==> src/rtl/red_seq_pkg.sv <==
// Shared types and encodings for the red_sequencer instruction sequencer.
package red_seq_pkg;

  typedef enum logic [2:0] {
    ST_IDLE,
    ST_FETCH,
    ST_DECODE,
    ST_EXEC,
    ST_HALT
  } state_t;

  typedef enum logic [1:0] {
    CL_ADDI,
    CL_BNE,
    CL_EBREAK,
    CL_ILLEGAL
  } iclass_t;

  localparam logic [6:0]  OP_IMM       = 7'b0010011;
  localparam logic [6:0]  OP_BRANCH    = 7'b1100011;
  localparam logic [2:0]  F3_ADDI      = 3'b000;
  localparam logic [2:0]  F3_BNE       = 3'b001;
  localparam logic [31:0] EBREAK_INSTR = 32'h0010_0073;

  localparam logic [2:0]  ALU_ADD      = 3'b000;
  localparam logic [2:0]  ALU_SUB      = 3'b001;

endpackage

==> src/rtl/red_sequencer_if.sv <==
// Instruction-fetch handshake between the sequencer (master) and instruction memory (slave).
interface red_sequencer_if #(
  parameter int DATA_WIDTH = 32
);
  logic                  instr_req;
  logic [DATA_WIDTH-1:0] instr_addr;
  logic                  instr_valid;
  logic [DATA_WIDTH-1:0] instr_rdata;

  modport master (
    output instr_req,
    output instr_addr,
    input  instr_valid,
    input  instr_rdata
  );

  modport slave (
    input  instr_req,
    input  instr_addr,
    output instr_valid,
    output instr_rdata
  );
endinterface

==> src/rtl/red_decode.sv <==
// Combinational instruction decoder: register fields, immediate, ALU controls and class.
module red_decode
  import red_seq_pkg::*;
#(
  parameter int ADDRESS_WIDTH = 5,
  parameter int ALUctrl_WIDTH = 3,
  parameter int DATA_WIDTH    = 32
) (
  input  logic [DATA_WIDTH-1:0]    ir,
  output logic [ADDRESS_WIDTH-1:0] rs1,
  output logic [ADDRESS_WIDTH-1:0] rs2,
  output logic [ADDRESS_WIDTH-1:0] rd,
  output logic [DATA_WIDTH-1:0]    imm,
  output logic                     alu_src,
  output logic [ALUctrl_WIDTH-1:0] alu_ctrl,
  output iclass_t                  iclass
);

  logic [6:0]            opcode;
  logic [2:0]            funct3;
  logic [DATA_WIDTH-1:0] imm_i;
  logic [DATA_WIDTH-1:0] imm_b;

  assign opcode = ir[6:0];
  assign funct3 = ir[14:12];
  assign rs1    = ADDRESS_WIDTH'(ir[19:15]);
  assign rs2    = ADDRESS_WIDTH'(ir[24:20]);
  assign rd     = ADDRESS_WIDTH'(ir[11:7]);
  assign imm_i  = {{(DATA_WIDTH-12){ir[31]}}, ir[31:20]};
  assign imm_b  = {{(DATA_WIDTH-13){ir[31]}}, ir[31], ir[7], ir[30:25], ir[11:8], 1'b0};

  always_comb begin
    iclass   = CL_ILLEGAL;
    imm      = '0;
    alu_src  = 1'b0;
    alu_ctrl = ALUctrl_WIDTH'(ALU_ADD);
    if (opcode == OP_IMM && funct3 == F3_ADDI) begin
      iclass   = CL_ADDI;
      imm      = imm_i;
      alu_src  = 1'b1;
      alu_ctrl = ALUctrl_WIDTH'(ALU_ADD);
    end else if (opcode == OP_BRANCH && funct3 == F3_BNE) begin
      iclass   = CL_BNE;
      imm      = imm_b;
      alu_src  = 1'b0;
      alu_ctrl = ALUctrl_WIDTH'(ALU_SUB);
    end else if (ir == DATA_WIDTH'(EBREAK_INSTR)) begin
      iclass   = CL_EBREAK;
    end
  end

endmodule

==> src/rtl/red_sequencer.sv <==
// Fetch/decode/execute sequencer for an ADDI/BNE/EBREAK subset driving an external datapath.
//
// state     | meaning
// ST_IDLE   | out of reset, waiting for start
// ST_FETCH  | instr_req high at pc until instr_valid, then IR captured
// ST_DECODE | decode fields driven from IR
// ST_EXEC   | register write / pc update / stop decision
// ST_HALT   | stopped (EBREAK or illegal), start restarts from pc 0
module red_sequencer
  import red_seq_pkg::*;
#(
  parameter int ADDRESS_WIDTH = 5,
  parameter int ALUctrl_WIDTH = 3,
  parameter int DATA_WIDTH    = 32
) (
  input  logic                     clk,
  input  logic                     rst,
  input  logic                     start,
  red_sequencer_if.master          bus,
  input  logic                     EQ,
  output logic [ADDRESS_WIDTH-1:0] rs1,
  output logic [ADDRESS_WIDTH-1:0] rs2,
  output logic [ADDRESS_WIDTH-1:0] rd,
  output logic [DATA_WIDTH-1:0]    ImmOp,
  output logic                     RegWrite,
  output logic                     ALUsrc,
  output logic [ALUctrl_WIDTH-1:0] ALUctrl,
  output logic [DATA_WIDTH-1:0]    pc,
  output logic                     busy,
  output logic                     halted,
  output logic                     illegal
);

  state_t                   state;
  state_t                   state_next;
  logic [DATA_WIDTH-1:0]    ir;
  logic [ADDRESS_WIDTH-1:0] dec_rs1;
  logic [ADDRESS_WIDTH-1:0] dec_rs2;
  logic [ADDRESS_WIDTH-1:0] dec_rd;
  logic [DATA_WIDTH-1:0]    dec_imm;
  logic                     dec_alu_src;
  logic [ALUctrl_WIDTH-1:0] dec_alu_ctrl;
  iclass_t                  dec_class;
  logic [DATA_WIDTH-1:0]    pc_plus4;
  logic [DATA_WIDTH-1:0]    branch_target;
  logic                     taken;
  logic                     bad_target;

  red_decode #(
    .ADDRESS_WIDTH (ADDRESS_WIDTH),
    .ALUctrl_WIDTH (ALUctrl_WIDTH),
    .DATA_WIDTH    (DATA_WIDTH)
  ) u_decode (
    .ir       (ir),
    .rs1      (dec_rs1),
    .rs2      (dec_rs2),
    .rd       (dec_rd),
    .imm      (dec_imm),
    .alu_src  (dec_alu_src),
    .alu_ctrl (dec_alu_ctrl),
    .iclass   (dec_class)
  );

  // Modulo-2^DATA_WIDTH arithmetic falls out of the fixed-width adders.
  assign pc_plus4      = pc + DATA_WIDTH'(4);
  assign branch_target = pc + dec_imm;
  assign taken         = (dec_class == CL_BNE) && !EQ;
  assign bad_target    = taken && branch_target[1];

  always_ff @(posedge clk or posedge rst) begin
    if (rst) state <= ST_IDLE;
    else     state <= state_next;
  end

  always_comb begin
    state_next = state;
    case (state)
      ST_IDLE:   if (start) state_next = ST_FETCH;
      ST_FETCH:  if (bus.instr_valid) state_next = ST_DECODE;
      ST_DECODE: state_next = ST_EXEC;
      ST_EXEC: begin
        case (dec_class)
          CL_ADDI: state_next = ST_FETCH;
          CL_BNE:  state_next = bad_target ? ST_HALT : ST_FETCH;
          default: state_next = ST_HALT;
        endcase
      end
      ST_HALT:   if (start) state_next = ST_FETCH;
      default:   state_next = ST_IDLE;
    endcase
  end

  always_ff @(posedge clk or posedge rst) begin
    if (rst) begin
      ir      <= '0;
      pc      <= '0;
      illegal <= 1'b0;
    end else begin
      case (state)
        ST_FETCH: if (bus.instr_valid) ir <= bus.instr_rdata;
        ST_EXEC: begin
          case (dec_class)
            CL_ADDI: pc <= pc_plus4;
            CL_BNE: begin
              if (!taken)          pc      <= pc_plus4;
              else if (bad_target) illegal <= 1'b1;
              else                 pc      <= branch_target;
            end
            CL_EBREAK: illegal <= 1'b0;
            default:   illegal <= 1'b1;
          endcase
        end
        ST_HALT: begin
          if (start) begin
            pc      <= '0;
            illegal <= 1'b0;
          end
        end
        default: ;
      endcase
    end
  end

  // Decode fields are only presented while the instruction is in flight.
  always_comb begin
    bus.instr_req = 1'b0;
    busy          = 1'b0;
    halted        = 1'b0;
    RegWrite      = 1'b0;
    rs1           = '0;
    rs2           = '0;
    rd            = '0;
    ImmOp         = '0;
    ALUsrc        = 1'b0;
    ALUctrl       = '0;
    case (state)
      ST_FETCH: begin
        bus.instr_req = 1'b1;
        busy          = 1'b1;
      end
      ST_DECODE, ST_EXEC: begin
        busy    = 1'b1;
        rs1     = dec_rs1;
        rs2     = dec_rs2;
        rd      = dec_rd;
        ImmOp   = dec_imm;
        ALUsrc  = dec_alu_src;
        ALUctrl = dec_alu_ctrl;
        RegWrite = (state == ST_EXEC) && (dec_class == CL_ADDI) && (dec_rd != '0);
      end
      ST_HALT: halted = 1'b1;
      default: ;
    endcase
  end

  assign bus.instr_addr = pc;

endmodule

==> src/flat_wrapper.sv <==
// flat-port wrapper written by rule: the top's interface ports become plain ports
module red_sequencer_flat import red_seq_pkg::*;
#(
  parameter int ADDRESS_WIDTH = 5,
  parameter int ALUctrl_WIDTH = 3,
  parameter int DATA_WIDTH    = 32
)
  (clk, rst, start, EQ, rs1, rs2, rd, ImmOp, RegWrite, ALUsrc, ALUctrl, pc, busy, halted, illegal, bus_instr_req, bus_instr_addr, bus_instr_valid, bus_instr_rdata);
  red_sequencer_if #(.DATA_WIDTH(DATA_WIDTH)) bus_i ();
  input  logic clk;
  input  logic rst;
  input  logic start;
  input  logic EQ;
  output logic [ADDRESS_WIDTH-1:0] rs1;
  output logic [ADDRESS_WIDTH-1:0] rs2;
  output logic [ADDRESS_WIDTH-1:0] rd;
  output logic [DATA_WIDTH-1:0] ImmOp;
  output logic RegWrite;
  output logic ALUsrc;
  output logic [ALUctrl_WIDTH-1:0] ALUctrl;
  output logic [DATA_WIDTH-1:0] pc;
  output logic busy;
  output logic halted;
  output logic illegal;
  output wire logic [$bits(bus_i.instr_req)-1:0] bus_instr_req;
  output wire logic [$bits(bus_i.instr_addr)-1:0] bus_instr_addr;
  input wire logic [$bits(bus_i.instr_valid)-1:0] bus_instr_valid;
  input wire logic [$bits(bus_i.instr_rdata)-1:0] bus_instr_rdata;
  assign bus_instr_req = bus_i.instr_req;
  assign bus_instr_addr = bus_i.instr_addr;
  assign bus_i.instr_valid = bus_instr_valid;
  assign bus_i.instr_rdata = bus_instr_rdata;
  red_sequencer #(.ADDRESS_WIDTH(ADDRESS_WIDTH), .ALUctrl_WIDTH(ALUctrl_WIDTH), .DATA_WIDTH(DATA_WIDTH)) u_core (.clk(clk), .rst(rst), .start(start), .bus(bus_i), .EQ(EQ), .rs1(rs1), .rs2(rs2), .rd(rd), .ImmOp(ImmOp), .RegWrite(RegWrite), .ALUsrc(ALUsrc), .ALUctrl(ALUctrl), .pc(pc), .busy(busy), .halted(halted), .illegal(illegal));
endmodule
==> config.mk <==
export PLATFORM = sky130hd
export DESIGN_NAME = red_sequencer_flat
export DESIGN_NICKNAME = d
export VERILOG_FILES = /design/src/rtl/red_seq_pkg.sv /design/src/rtl/red_sequencer_if.sv /design/src/rtl/red_decode.sv /design/src/rtl/red_sequencer.sv /design/src/flat_wrapper.sv
export SDC_FILE = /design/constraint.sdc
export NUM_CORES = 1
export LEC_CHECK = 0
export CAP_MARGIN = 20
export CORE_ASPECT_RATIO = 1.25
export CORE_UTILIZATION = 25
export CTS_BUF_LIST = sky130_fd_sc_hd__clkbuf_16
export DETAILED_ROUTE_END_ITERATION = 8
export GPL_TIMING_DRIVEN = 0
export HOLD_SLACK_MARGIN = 0.02
export PLACE_DENSITY = 0.45
export SYNTH_ARGS = -nofsm -noshare
export SYNTH_HDL_FRONTEND = slang
export SYNTH_SLANG_ARGS = --single-unit
==> constraint.sdc <==
create_clock -name clk -period 4.92 [get_ports clk]
set_input_delay 0.492 -clock clk [delete_from_list [all_inputs] [get_ports clk]]
set_output_delay 0.492 -clock clk [all_outputs]
set_load 0.05 [all_outputs]
==> flow_summary.yaml, run 1 <==
outcome:
  outcome: "finished clean"
worst_setup_path:
  required_ns: 5.13
  arrival_ns: 4.71
  crit_fanout: 22
  worstSetupPathType: "flip-flop to flip-flop"
  slowest_stage: "inv_1"
  critical-path-max-stage-delay_ns: 0.67
  crit_chain: "nor4b_1 -> o211a_2 -> nand2_1 -> inv_1 -> ha_1 -> a21oi_1 -> o211ai_1 -> a221oi_2 -> a31oi_4 -> a21o_4 -> o41ai_2 -> or4b_1 -> nand3_1"
  critPathCaptureType: "flip-flop"
  crit_path_start_kind: "flip-flop"
placed_design:
  gp_congestion: 0.773
  dpl.cell_count: 1109
  hpwl_um: 15000
  portBuffers: 154
timing:
  fin_crit_ns: 4.50
  worst_pin_slew_ns: 0.901
  finalHoldViolCount: 0
  relSlewSlack: 0.399
  tns_ns: 0
  rsz0062_at_grt: "no"
  setup_violations: 0
  maxSlewViolCount: 0
  fin_crit_sh: 0.915
  holdWs_ns: 0.469
  clock_skew_ns: 0.00587
  fmax_mhz: 222
grt:
  grtUsageTotal: 0.169
  grt_overflow_total: 0
  grt_pass1_wl_um: 30200
  grt_max_degree: 47
  antenna_found_initial: 0
  grt_pass1_vias: 5387
routing:
  drc: 0
  viasPerCell: 4.83
  ant_nets: 0
  drt_iter0_markers: 296
  dr.pass1.iters: 4
  wl_per_cell_um: 17.3
  routed_wl_um: 19500
  routed-via-count: 5438
floorplan:
  dieArea_um2: 23500
  start_util: 0.256
  fp.dieH_um: 171
  dieWidth_um: 137
  core-area_um2: 22400
  io_pins: 157
  rows: 61
clock_network:
  cts_resized: 0
  clock-sinks: 68
  h-tree-depth: 3
  cts-root-buf: "clkbuf_16"
  insertion_delay_ns: 0.34
  cts_buffers: 9
  post-cts-setup-buffer-count: 0
  cts_buffer_depth: 2
  clk_pin_slew_worst_paths_ns: 0.06
  tritoncts: "yes"
  cts_hold_buffers: 0
layout:
  synthToLayoutAreaGrowth_pct: 38.3
  final_common_cell: "clkdlybuf4s50_1"
  register_area_um2: 1700
  mostFrequentLayoutCells: "clkdlybuf4s50_1, dfrtp_1, nand2_1"
  diodes: 0
  multiInputGateArea_um2: 3500
  fin_nets: 914
  n_fill_cell: 2365
  fin_cells: 1125
  drive_gt1_frac: 0.134
logic_synthesis:
  synthArstFlopShare: 1.00
  ys.warnings.count: 0
  synth_top_area_share: 0.297
  synth_top_area_cell: "dfrtp_1"
  syn_avg_cell_area_um2: 8.54
  ys_seq_area_frac: 0.297
  postSynthCellCount: 670
  synth-main-ff-cell: "dfrtp_1"
  synth-edff-count: 0
  synthTopCellsByArea: "dfrtp_1, ha_1, buf_4, mux2_2, a21oi_1"
  ys_types: 65
  ys_ff_latch: 68
  syn_area_um2: 5720
power:
  ir_drop_mv: 0.221
  power_density_nw_per_um2: 287
  finalPower_w: 0.00227
  power_leakage_nw: 3.39
hold_path:
  hp-class: "input port to async pin"
job:
  maxCapViolations: 0
==> per-stage QoR <==
step / util / setup WS (ns) / area [um^2]
2_1_floorplan: - / 1.43 / 5730
3_3_place_gp: 0.341 / 0.444 / 7620
3_5_place_dp: 0.342 / 0.488 / 7650
4_1_cts: 0.354 / 0.452 / 7910
5_1_grt: 0.354 / 0.228 / 7910
6_report: 0.354 / 0.420 / 7910
==> worst max-delay path, delay by kind of cell, from the launching register on <==
family,cells,cell delay [ns]
and+or+nand+nor,4,0.79
buffers and inverters,1,0.67
DFF,1,0.41
adders and majority gates,1,0.45
AOI/OAI and AO/OA,7,2.03
==> cell usage after synthesis (4+ instances only) <==
master and number:
dfrtp_1 68, nand2_1 64, buf_4 53, a21oi_1 49, o21ai_0 43, ha_1 39, and2_1 36, nor2_1 36
mux2_2 33, and3_1 26, clkbuf_1 25, o21ai_1 17, xor2_1 16, nor3_1 15, nand3_1 14, nand4_1 13
xnor2_1 10, a21o_1 9, inv_1 8, o211ai_1 8, a22o_1 7, a31oi_1 6, nor4_1 5, nor2b_1 4
o221ai_1 4
==> power by group <==
group | leakage [nW] | switching, W | internal [W]
clock network | 0.134 | 0.000260 | 0.000334
logic | 2.38 | 0.000468 | 0.000345
registers | 0.876 | 0.000150 | 0.000712
total | 3.39 | 0.000878 | 0.00139
==> flip-flops by register name, indices dropped and copies added, names as in the netlist <==
name and flops:
u_core.bus.instr_addr 32, u_core.illegal 1, u_core.state 3, u_core.ir 32
==> area by class of cell <==
class	instances	share of cell area
Clock inverter	7	0.00443
Buffer	79	0.0626
Multi-Input combinational cell	516	0.442
Clock buffer	9	0.0285
Inverter	8	0.00411
Timing Repair Buffer	155	0.198
Tap cell	283	0.0448
Sequential cell	68	0.215
==> metal layers <==
metal  wire length [um]  track usage  vias to the layer above
met5                  0            0                        -
met4                213       0.0420                        0
met3                972       0.0361                       12
met2               9780        0.297                      133
met1               8510        0.208                     2580
li1                   -            -                     2713
==> kinds of logic after synthesis <==
kind of cell	synth area share
and+or+nand+nor	0.217
muxes	0.0684
adders and majority gates	0.0888
AOI/OAI and AO/OA	0.196
other	0.000655
xor gates and xnor gates	0.0398
DFF	0.297
buffers and inverters	0.0918
==> path summary, 6_finish.rpt <==
path,from,end,slack (ns),cells after the start
worst max register to register,u_core.ir[5],u_core.bus.instr_addr[28],0.42,13
worst min register to register,u_core.ir[2],u_core.ir[2],0.50,1
worst max-delay path,u_core.ir[5],u_core.bus.instr_addr[28],0.42,13
max in group asynchronous,rst,u_core.bus.instr_addr[21],3.90,3
min in group clk,u_core.ir[2],u_core.ir[2],0.50,1
worst min-delay path,rst,u_core.ir[3],0.47,2
Power figures use the tool's default switching activity.
==> run 2: changes to the inputs <==
- CAP_MARGIN: 20 -> 0
==> results of run 2 <==
Final layout, timing and power as in run 1 (identical DEF).
